==> src/rtl/if_fetch_pkg.sv <==
// Shared widths, encodings and the fetch FSM state type for the instruction-fetch stage.
package if_fetch_pkg;

  localparam int unsigned ADDR_W_DEF = 16;
  localparam int unsigned INST_W_DEF = 16;

  typedef enum logic [1:0] {
    S_IDLE  = 2'd0,
    S_REQ   = 2'd1,
    S_HOLD  = 2'd2,
    S_DRAIN = 2'd3
  } fetch_state_t;

  // States in which a memory request is on the bus.
  function automatic logic req_active(input fetch_state_t s);
    return (s == S_REQ) || (s == S_DRAIN);
  endfunction

endpackage

==> src/rtl/if_fetch_id_reg.sv <==
// IF/ID pipeline register: load has priority over bubble; otherwise contents are held.
module if_id_reg #(
  parameter int unsigned       ADDR_W   = 16,
  parameter int unsigned       INST_W   = 16,
  parameter logic [INST_W-1:0] NOP_INST = {INST_W{1'b0}}
) (
  input  logic              clk_i,
  input  logic              rst_ni,
  input  logic              load_i,
  input  logic              bubble_i,
  input  logic [ADDR_W-1:0] pc_i,
  input  logic [INST_W-1:0] inst_i,
  output logic [ADDR_W-1:0] id_pc_o,
  output logic [INST_W-1:0] id_inst_o,
  output logic              id_valid_o
);

  logic [ADDR_W-1:0] pc_q, pc_d;
  logic [INST_W-1:0] inst_q, inst_d;
  logic              valid_q, valid_d;

  // Select next IF/ID contents; a bubble keeps the PC so ID sees a stable id_pc.
  always_comb begin
    pc_d    = pc_q;
    inst_d  = inst_q;
    valid_d = valid_q;
    if (load_i) begin
      pc_d    = pc_i;
      inst_d  = inst_i;
      valid_d = 1'b1;
    end else if (bubble_i) begin
      inst_d  = NOP_INST;
      valid_d = 1'b0;
    end else begin
      pc_d    = pc_q;
      inst_d  = inst_q;
      valid_d = valid_q;
    end
  end

  // IF/ID state register with synchronous active-low reset.
  always_ff @(posedge clk_i) begin
    if (!rst_ni) begin
      pc_q    <= {ADDR_W{1'b0}};
      inst_q  <= NOP_INST;
      valid_q <= 1'b0;
    end else begin
      pc_q    <= pc_d;
      inst_q  <= inst_d;
      valid_q <= valid_d;
    end
  end

  assign id_pc_o    = pc_q;
  assign id_inst_o  = inst_q;
  assign id_valid_o = valid_q;

endmodule

==> src/rtl/if_fetch.sv <==
// Instruction-fetch stage: PC, req/ack memory handshake, one-entry skid buffer and redirect handling,
// feeding the IF/ID register.
module if_fetch
  import if_fetch_pkg::*;
#(
  parameter int unsigned       ADDR_W   = ADDR_W_DEF,
  parameter int unsigned       INST_W   = INST_W_DEF,
  parameter logic [ADDR_W-1:0] RESET_PC = {ADDR_W{1'b0}},
  parameter logic [INST_W-1:0] NOP_INST = {INST_W{1'b0}}
) (
  input  logic              clk,
  input  logic              rst,
  input  logic              stall_i,
  input  logic              branch_flag_i,
  input  logic [ADDR_W-1:0] branch_target_i,
  output logic              imem_req,
  output logic [ADDR_W-1:0] imem_addr,
  input  logic              imem_ack,
  input  logic [INST_W-1:0] imem_rdata,
  output logic [ADDR_W-1:0] id_pc,
  output logic [INST_W-1:0] id_inst,
  output logic              id_valid
);

  fetch_state_t      state_q, state_d;
  logic [ADDR_W-1:0] pc_q, pc_d;
  logic [ADDR_W-1:0] addr_q, addr_d;
  logic              req_q, req_d;
  logic [ADDR_W-1:0] skid_pc_q, skid_pc_d;
  logic [INST_W-1:0] skid_inst_q, skid_inst_d;
  logic [ADDR_W-1:0] pc_inc;

  logic              ifid_load;
  logic              ifid_bubble;
  logic [ADDR_W-1:0] ifid_pc;
  logic [INST_W-1:0] ifid_inst;

  assign pc_inc = pc_q + ADDR_W'(1);

  // Next-state, PC, request address and IF/ID controls; a redirect outranks stall and ack everywhere.
  always_comb begin
    state_d     = state_q;
    pc_d        = pc_q;
    addr_d      = addr_q;
    skid_pc_d   = skid_pc_q;
    skid_inst_d = skid_inst_q;
    ifid_load   = 1'b0;
    ifid_bubble = 1'b0;
    ifid_pc     = pc_q;
    ifid_inst   = imem_rdata;

    case (state_q)
      S_IDLE: begin
        state_d = S_REQ;
        if (branch_flag_i) begin
          pc_d        = branch_target_i;
          addr_d      = branch_target_i;
          ifid_bubble = 1'b1;
        end else begin
          addr_d      = pc_q;
          ifid_bubble = !stall_i;
        end
      end

      S_REQ: begin
        if (branch_flag_i) begin
          pc_d        = branch_target_i;
          ifid_bubble = 1'b1;
          // Without ack the old address must stay on the bus until memory answers.
          if (imem_ack) begin
            addr_d = branch_target_i;
          end else begin
            state_d = S_DRAIN;
          end
        end else if (imem_ack) begin
          pc_d   = pc_inc;
          addr_d = pc_inc;
          if (stall_i) begin
            skid_pc_d   = pc_q;
            skid_inst_d = imem_rdata;
            state_d     = S_HOLD;
          end else begin
            ifid_load = 1'b1;
          end
        end else begin
          ifid_bubble = !stall_i;
        end
      end

      S_HOLD: begin
        if (branch_flag_i) begin
          pc_d        = branch_target_i;
          addr_d      = branch_target_i;
          ifid_bubble = 1'b1;
          state_d     = S_REQ;
        end else if (!stall_i) begin
          ifid_load = 1'b1;
          ifid_pc   = skid_pc_q;
          ifid_inst = skid_inst_q;
          addr_d    = pc_q;
          state_d   = S_REQ;
        end else begin
          state_d = S_HOLD;
        end
      end

      S_DRAIN: begin
        if (branch_flag_i) begin
          pc_d        = branch_target_i;
          ifid_bubble = 1'b1;
        end else if (imem_ack) begin
          addr_d      = pc_q;
          ifid_bubble = !stall_i;
          state_d     = S_REQ;
        end else begin
          ifid_bubble = !stall_i;
        end
      end

      default: begin
        state_d     = S_IDLE;
        pc_d        = RESET_PC;
        addr_d      = RESET_PC;
        ifid_bubble = 1'b1;
      end
    endcase

    req_d = req_active(state_d);
  end

  // Fetch-side state; imem_req/imem_addr come straight from flops.
  always_ff @(posedge clk) begin
    if (!rst) begin
      state_q     <= S_IDLE;
      pc_q        <= RESET_PC;
      addr_q      <= RESET_PC;
      req_q       <= 1'b0;
      skid_pc_q   <= {ADDR_W{1'b0}};
      skid_inst_q <= NOP_INST;
    end else begin
      state_q     <= state_d;
      pc_q        <= pc_d;
      addr_q      <= addr_d;
      req_q       <= req_d;
      skid_pc_q   <= skid_pc_d;
      skid_inst_q <= skid_inst_d;
    end
  end

  assign imem_req  = req_q;
  assign imem_addr = addr_q;

  if_id_reg #(
    .ADDR_W  (ADDR_W),
    .INST_W  (INST_W),
    .NOP_INST(NOP_INST)
  ) u_if_id_reg (
    .clk_i     (clk),
    .rst_ni    (rst),
    .load_i    (ifid_load),
    .bubble_i  (ifid_bubble),
    .pc_i      (ifid_pc),
    .inst_i    (ifid_inst),
    .id_pc_o   (id_pc),
    .id_inst_o (id_inst),
    .id_valid_o(id_valid)
  );

endmodule
==> config.mk <==
export PLATFORM = sky130hd
export DESIGN_NAME = if_fetch
export DESIGN_NICKNAME = d
export VERILOG_FILES = /design/src/rtl/if_fetch_pkg.sv /design/src/rtl/if_fetch_id_reg.sv /design/src/rtl/if_fetch.sv
export SDC_FILE = /design/constraint.sdc
export NUM_CORES = 1
export LEC_CHECK = 0
export BUFFER_PORTS_ARGS = -buffer_cell sky130_fd_sc_hd__buf_2
export CORE_MARGIN = 2
export CORE_UTILIZATION = 53
export CTS_BUF_LIST = sky130_fd_sc_hd__clkbuf_4 sky130_fd_sc_hd__clkbuf_8
export DETAILED_ROUTE_END_ITERATION = 8
export PLACE_DENSITY_LB_ADDON = 0.25
export SETUP_SLACK_MARGIN = 0.15
export SYNTH_ARGS = -nofsm -noshare
export SYNTH_HDL_FRONTEND = slang
export SYNTH_HIERARCHICAL = 1
export SYNTH_SLANG_ARGS = --single-unit
==> constraint.sdc <==
create_clock -name clk -period 2.2 [get_ports clk]
set_input_delay 0.11 -clock clk [delete_from_list [all_inputs] [get_ports clk]]
set_output_delay 0.11 -clock clk [all_outputs]
set_load 0.01 [all_outputs]
[Word-level counts from Yosys, hierarchy flattened]
Cells that the tools add are included.
Widths: inputs -> output; s select.
Storage, ports and cells
  memories: 0
  output and inout bits: 50
  bits in read-only memories: 0
  memory bits (writable): 0
  flip-flop bits (word level): 100
  bits in latches: 0
Cells by class
  equality and inequality tests: 10
  multipliers: 0
  magnitude comparators: 0
  divide/modulo/power cells: 0
  bitwise gates (word level): 1
  shifts and indexed selects: 0
  muxes and demuxes: 40
  add/sub/neg operators: 1
  reduce and logical (&&, ||, !) cells: 8
Operators by type and width (number)
  $mux 16: 17
  $pmux 16 s4: 1
  $pmux 16 s2: 1
  $add 16x1->16 const B: 1
  $mux 2: 8
  $mux 1: 10
  $pmux 2 s4: 1
  $eq 2x2->1 const B: 3
  $ne 2x2->1 const B: 3
  $ne 3x3->1 const B: 2
  $eq 2x1->1 const B: 2
  $reduce_and 4->1: 1
  $pmux 1 s3: 1
  $reduce_and 3->1: 1
  $reduce_or 3->1: 1
  $logic_not 2->1: 1
  $pmux 1 s2: 1
  $reduce_bool 2->1: 1
  $reduce_or 2->1: 1
  $logic_not 1->1: 1
  $logic_or 1x1->1: 1
  $not 1->1: 1

[Depth between registers and ports, before layout]
Gate-level depths: netlist of run 1.
  depth in word-level cells: 6
  mapped depth: 11
  gate-level depth less buffers: 7

[Cells and area by module]
Netlist of run 1, hierarchy kept.
By module, submodules not included
  if_fetch: area each 3761.1 um^2, instances 1, cells each 477
  if_id_reg: area each 1266.2 um^2, instances 1, cells each 125

[Worst setup path after synthesis of run 1]
Ideal clock, no wire load.
  path kind: register to register
  start: reg imem_req (netlist name)
  end: reg u_if_id_reg.pc_q[10], in the netlist u_if_id_reg/id_pc_o[10]
  path slack: -331 ps
  library setup time: 116 ps
  clock period less this slack: 2531 ps
  required time: 2084 ps
  arrival time: 2415 ps
  cell stages (with the launch flop): 10
  cells stage by stage: dfxtp_1 -> ha_1 -> clkbuf_1 -> and2_1 -> clkbuf_1 -> nor2_1 -> nor4b_1 -> buf_4 -> mux2i_1 -> nor2b_1
RTL lines
  to (signal assigned): line if_fetch_id_reg.sv:44  | pc_q <= {ADDR_W{1'b0}};
  to (signal assigned): line if_fetch_id_reg.sv:48  | pc_q <= pc_d;
  to (decl): line if_fetch_id_reg.sv:18  | logic [ADDR_W-1:0] pc_q, pc_d;

==> flow_metrics.py, run 1 <==
metrics = {
    "layout": {
        "final_common_cell": "dfxtp_1",
        "antennaDiodeCount": 0,
        "area_delta_synth_final_pct": 21.2,
        "fill_cells": 770,
        "seqCellArea_mm2": 0.00199,
        "finish.net_count": 735,
        "layout_common_cells": "dfxtp_1 (94), nand2_1 (88), buf_2 (86)",
        "design_area_mm2": 0.00609,
        "multi_input_area_mm2": 0.00281,
        "layout-drive-gt1-share": 0.271,
    },
    "timing": {
        "slew_headroom": 0.627,
        "drv_slew": 0,
        "fmax_mhz": 512,
        "worst_pin_slew_ns": 0.552,
        "fin_setup_tns_ns": 0,
        "rsz0062_at_grt": "yes",
        "min_period_ns": 1.95,
        "setup_viol": 0,
        "final_hold_viol_count": 0,
        "period_share": 0.888,
        "clock_skew_ns": 0.0158,
    },
    "routing": {
        "vias_per_cell": 5.98,
        "drtIter0Drc": 385,
        "drt_pass1_iterations": 5,
        "wirelength_mm": 14.4,
        "ant_nets": 0,
        "wl_per_cell_um": 17.4,
        "vias": 4938,
        "drc": 0,
    },
    "clocking": {
        "clock_latency_ns": 0.38,
        "h-tree-depth": 3,
        "cts_tree": "done",
        "cts-root-buf": "clkbuf_8",
        "cts_buffers": 9,
        "cts.clk_slew.worst_paths_ns": 0.12,
        "cts_sinks": 99,
        "clock_path_buffers": 2,
    },
    "logic_synthesis": {
        "yosysWarnings": 6,
        "syn_area_mm2": 0.00503,
        "synth_edf_count": 0,
        "synthDistinctLibCells": 60,
        "yosysSeqAreaShare": 0.394,
        "synth-seq-cells": 99,
        "async_reset_ff_frac": 0,
        "syn_area_per_cell_um2": 8.35,
        "syn-num-nets": 645,
        "synth_cells": 602,
        "synth_ff_type": "dfxtp_1",
    },
    "placed_design": {
        "io_buffer_count": 86,
        "hpwlAfterDp_mm": 9.65,
        "placed_area_mm2": 0.00567,
        "gp_congestion": 0.985,
    },
    "worst_setup_path": {
        "path_class": "flop to flop",
        "crit_path_end_kind": "flop",
        "critPathLaunchType": "flop",
        "cp_max_fo": 21,
        "required_ns": 2.48,
        "cp.arrival_ns": 2.23,
    },
    "floorplan": {
        "rows": 35,
        "die_area_mm2": 0.0103,
        "die_y_um": 101,
        "pin_count": 87,
        "dieWidth_um": 101,
        "fp.coreArea_mm2": 0.00924,
        "initial_core_util": 0.544,
    },
    "global_route": {
        "grt_pass1_wl_mm": 22.9,
        "grt_start_max_net_pins": 60,
        "grtUsageTotal": 0.283,
        "antenna_found_initial": 0,
        "grt_pass1_vias": 4493,
        "grt-ovfl-total": 0,
    },
    "outcome": {
        "outcome": "completed",
    },
    "power": {
        "pwr_density_cell_mw_per_mm2": 612,
        "p_leak_nw": 2.31,
        "ir_worst_vdd_uv": 418,
        "p_total_mw": 3.73,
    },
    "hold_path": {
        "holdCritPathClass": "primary input to flop",
    },
    "flow_run": {
        "drv_cap": 0,
    },
}
## power breakdown
part / internal (mW) / total [mW] / switching (mW)
clock network: 0.445 / 1.18 / 0.734
logic: 0.270 / 0.619 / 0.349
registers: 1.86 / 1.93 / 0.0675
## synth_stat cells (3+ instances only)
master     n  area [µm²]
nand3_1   25         125
o21ai_0   33         165
a311oi_1   5        43.8
o31ai_1    4        30.0
xnor2_1    5        43.8
o221a_2    4        45.0
or3_1      4        25.0
nor2_1    14        52.6
nor3_1     4        20.0
dfxtp_1   99        1980
clkbuf_1  39         146
nor2b_1   20         125
buf_4      4        30.0
nor4_1    10        62.6
ha_1       6        75.1
a32oi_1    5        43.8
nand3b_1   3        22.5
o211a_1    4        40.0
a21oi_1   55         275
buf_2     10        50.1
a211oi_1   4        30.0
nand2b_1  24         150
a31oi_1    7        43.8
o21ai_1   15        75.1
o21a_1     3        22.5
or4_1      3        22.5
inv_1      9        33.8
nand2_1   88         330
nand4_1    6        37.5
mux2i_1   19         190
mux2_2    29         327
## per-stage QoR
step	setup WS (ns)	hold WS, ns	util	cells
final	0.247	0.0150	0.659	826
after global routing	0.132	0.0228	0.659	826
after CTS	0.151	0.0129	0.654	825
after detailed placement	0.119	0.366	0.614	792
after global placement	0.240	0.361	0.614	792
after floorplan	0.161	0.238	-	602
## worst max-delay path, stage by stage (launching register included)
cell and delay [ns]:
dfxtp_2 0.38, inv_1 0.13, ha_2 0.25, nor3b_4 0.28
buf_12 0.21, mux2_2 0.38, mux2i_1 0.17, nor2b_1 0.06
## state kept, by name (all words and copies together) (netlist names)
signal and count:
imem_req 1, pc_q 16, u_if_id_reg/id_valid_o 1, u_if_id_reg/id_inst_o 16, u_if_id_reg/id_pc_o 16, state_q 1, skid_inst_q 16, skid_pc_q 16
imem_addr 16
## metal layers
metal,up-vias,GRT usage,wire length [µm]
li1,2314,-,-
met2,216,0.448,6600
met3,24,0.0338,1030
met4,0,0.0811,228
met5,-,0,0
met1,2384,0.407,6510
## timing repair
action | CTS | global route
resized for setup | 3 | 13
pin swaps | 1 | 0
endpoints found under the hold margin | 15 | 0
hold buffers | 15 | 0
gates cloned | 1 | 0
setup endpoints to repair | 32 | 41
buffers inserted | 1 | 1
## final timing paths
kind,from,endpoint,slack [ns],cells after the start
min reg2reg,skid_pc_q[1],skid_pc_q[1],0.46,2
min,branch_target_i[1],pc_q[1],0.02,3
max,imem_req,u_if_id_reg/id_pc_o[2],0.25,7
max reg2reg,imem_req,u_if_id_reg/id_pc_o[2],0.25,7
## kinds of logic after synthesis
logic type | Yosys count | share of synthesized area
xor gates and xnor gates | 6 | 0.0105
AOI/OAI and AO/OA | 165 | 0.207
DFF | 99 | 0.394
adders and majority gates | 6 | 0.0149
and+or+nand+nor | 212 | 0.214
muxes | 48 | 0.103
buffers and inverters | 66 | 0.0565
## final cells by class
cell class | count | area share
multi-input combinational | 437 | 0.461
clock buffer | 9 | 0.0203
timing repair buffer | 136 | 0.148
inverter | 9 | 0.00555
tap | 129 | 0.0265
sequential | 99 | 0.326
clock inverter | 7 | 0.0119
(Power assumes the default switching activity.)
==> run 2, diff against run 1 <==
- CORE_UTILIZATION: 53 -> 58
- SLEW_MARGIN: default -> 20
- clock period: 2.2 -> 1.9 ns (I/O delays scaled with it)
==> flow_metrics.py, run 2 (synthesized netlist as in run 1, its figures left out) <==
metrics = {
    "outcome": {
        "outcome": "completed",
    },
    "layout": {
        "area_delta_synth_final_pct": 32.1,
        "layout-drive-gt1-share": 0.348,
        "design_area_mm2": 0.00664,
        "finish.net_count": 767,
        "antennaDiodeCount": 0,
        "fill_cells": 528,
        "layout_common_cells": "dfxtp_1 (93), nand2_1 (86), buf_2 (86)",
        "utilization": 0.800,
        "final_common_cell": "dfxtp_1",
    },
    "routing": {
        "vias_per_cell": 6.34,
        "vias": 5284,
        "drtIter0Drc": 574,
        "ant_nets": 0,
        "wirelength_mm": 16.4,
        "wl_per_cell_um": 19.7,
        "drt_pass1_iterations": 7,
        "drc": 0,
    },
    "worst_setup_path": {
        "r2r_setup_slack_ns": 0.006,
        "cp_cell_sequence": "inv_4 > ha_4 > nor3b_4 > buf_12 > mux2_2 > mux2i_1 > nor2b_1",
        "critical_path.top_delay_family": "multiplexers",
        "crit_path_top_delay_cell": "dfxtp_4",
        "cp.arrival_ns": 2.18,
        "cp_max_fo": 12,
        "cp-startpoint": "imem_req",
        "required_ns": 2.18,
        "path_class": "flop to flop",
        "regToRegStartpoint": "imem_req",
        "crit_path_end_kind": "flop",
        "critPathLaunchType": "flop",
        "max_stage_delay_ns": 0.39,
        "rr_endpoint": "u_if_id_reg/id_pc_o[10]",
        "r2r_cells": 7,
        "crit_buf_inv": 2,
    },
    "power": {
        "p_leak_nw": 2.57,
        "ir_worst_vdd_uv": 528,
        "seqPwrFrac": 0.502,
        "pwr_density_cell_mw_per_mm2": 666,
        "clock_power_share": 0.305,
        "p_sw_frac": 0.309,
        "comb_power_share": 0.193,
        "switchingPower_mw": 1.37,
        "intPower_mw": 3.05,
    },
    "floorplan": {
        "initial_core_util": 0.606,
        "die_area_mm2": 0.00943,
        "pin_count": 87,
        "rows": 33,
        "fp.coreArea_mm2": 0.00830,
        "die_y_um": 97.1,
        "dieWidth_um": 97.1,
    },
    "timing": {
        "fin_setup_tns_ns": 0,
        "final_hold_viol_count": 0,
        "hold_ws_ns": 0.0118,
        "setup_viol": 0,
        "fmax_mhz": 528,
        "slew_headroom": 0.499,
        "worst_pin_slew_ns": 0.751,
        "rsz0062_at_grt": "yes",
        "finalWorstSetupSlack_ns": 0.00563,
        "min_period_ns": 1.89,
        "drv_slew": 0,
        "clock_skew_ns": 0.0147,
        "period_share": 0.997,
    },
    "global_route": {
        "grt_pass1_vias": 5071,
        "antenna_found_initial": 0,
        "grt_start_max_net_pins": 60,
        "grt-ovfl-total": 0,
        "grtUsageTotal": 0.321,
        "grt_pass1_wl_mm": 24.8,
    },
    "hold_path": {
        "holdCritPathClass": "primary input to flop",
        "hold_path_end": "pc_q[6]",
        "min_path_cells": 3,
        "hp-start": "branch_target_i[6]",
    },
    "clocking": {
        "clock_path_buffers": 2,
        "cts.clk_slew.worst_paths_ns": 0.11,
        "clock_latency_ns": 0.39,
        "cts_buffers": 9,
        "cts_tree": "done",
        "cts-root-buf": "clkbuf_8",
        "cts_sinks": 99,
        "h-tree-depth": 3,
    },
    "placed_design": {
        "io_buffer_count": 86,
        "gp_congestion": 0.963,
        "placed_area_mm2": 0.00585,
        "hpwlAfterDp_mm": 9.84,
        "post-place-ws_ns": 0.00114,
    },
    "flow_run": {
        "drv_cap": 0,
    },
}
[run 2: worst register-to-register path, cell delays in order (launching register included)]
cell and delay (ns):
dfxtp_4 0.39, inv_4 0.09, ha_4 0.18, nor3b_4 0.34
buf_12 0.19, mux2_2 0.35, mux2i_1 0.18, nor2b_1 0.08
[run 2: repair_timing]
item,in CTS,in global routing
hold buffers,17,0
gates resized for setup,17,48
setup endpoints to repair,40,77
hold endpoints to repair,17,0
buffers inserted,7,4
pin swaps,3,8
gates cloned,2,2
[run 2: metal layers]
| layer | up-vias | part of all wire | track usage |
|---|---|---|---|
| li1 | 2393 | - | - |
| met1 | 2476 | 0.40 | 0.417 |
| met2 | 366 | 0.47 | 0.531 |
| met3 | 49 | 0.097 | 0.0482 |
| met4 | 0 | 0.033 | 0.144 |
| met5 | - | 0 | 0 |
[run 2: cell type report]
class | instances | area (µm²) | area share
clock buffer | 10 | 131 | 0.0198
clock inverter | 6 | 56.3 | 0.00848
inverter | 9 | 38.8 | 0.00584
multi-input combinational | 437 | 3020 | 0.455
sequential | 99 | 2000 | 0.301
tap | 105 | 131 | 0.0198
timing repair buffer | 168 | 1260 | 0.190
[run 2: power by group through the flow]
| stage | logic [mW] | clock network, mW | registers, mW |
|---|---|---|---|
| final | 0.855 | 1.35 | 2.22 |
| after global routing | 0.907 | 1.44 | 2.23 |
| after CTS | 0.777 | 1.34 | 2.22 |
| after detailed placement | 0.721 | 0 | 2.26 |
| after global placement | 0.711 | 0 | 2.26 |
| after floorplan | 0.445 | 0 | 2.26 |
[run 2: worst max path at each step]
stage	depth (start not counted)	end	slack, ns
finish	7	u_if_id_reg/id_pc_o[10]	0.006
global route	7	u_if_id_reg/id_pc_o[10]	-0.02
CTS	7	imem_addr[15]	0.13
detailed placement	5	imem_addr[15]	0.001
global placement	7	u_if_id_reg/id_pc_o[15]	0.08
floorplan	10	u_if_id_reg/id_pc_o[0]	0.03
[run 2: per-stage QoR]
stage,total power [mW],cells
after floorplan,2.70,602
after global placement,2.97,786
after detailed placement,2.98,786
after CTS,4.33,828
after global routing,4.57,834
final,4.42,834
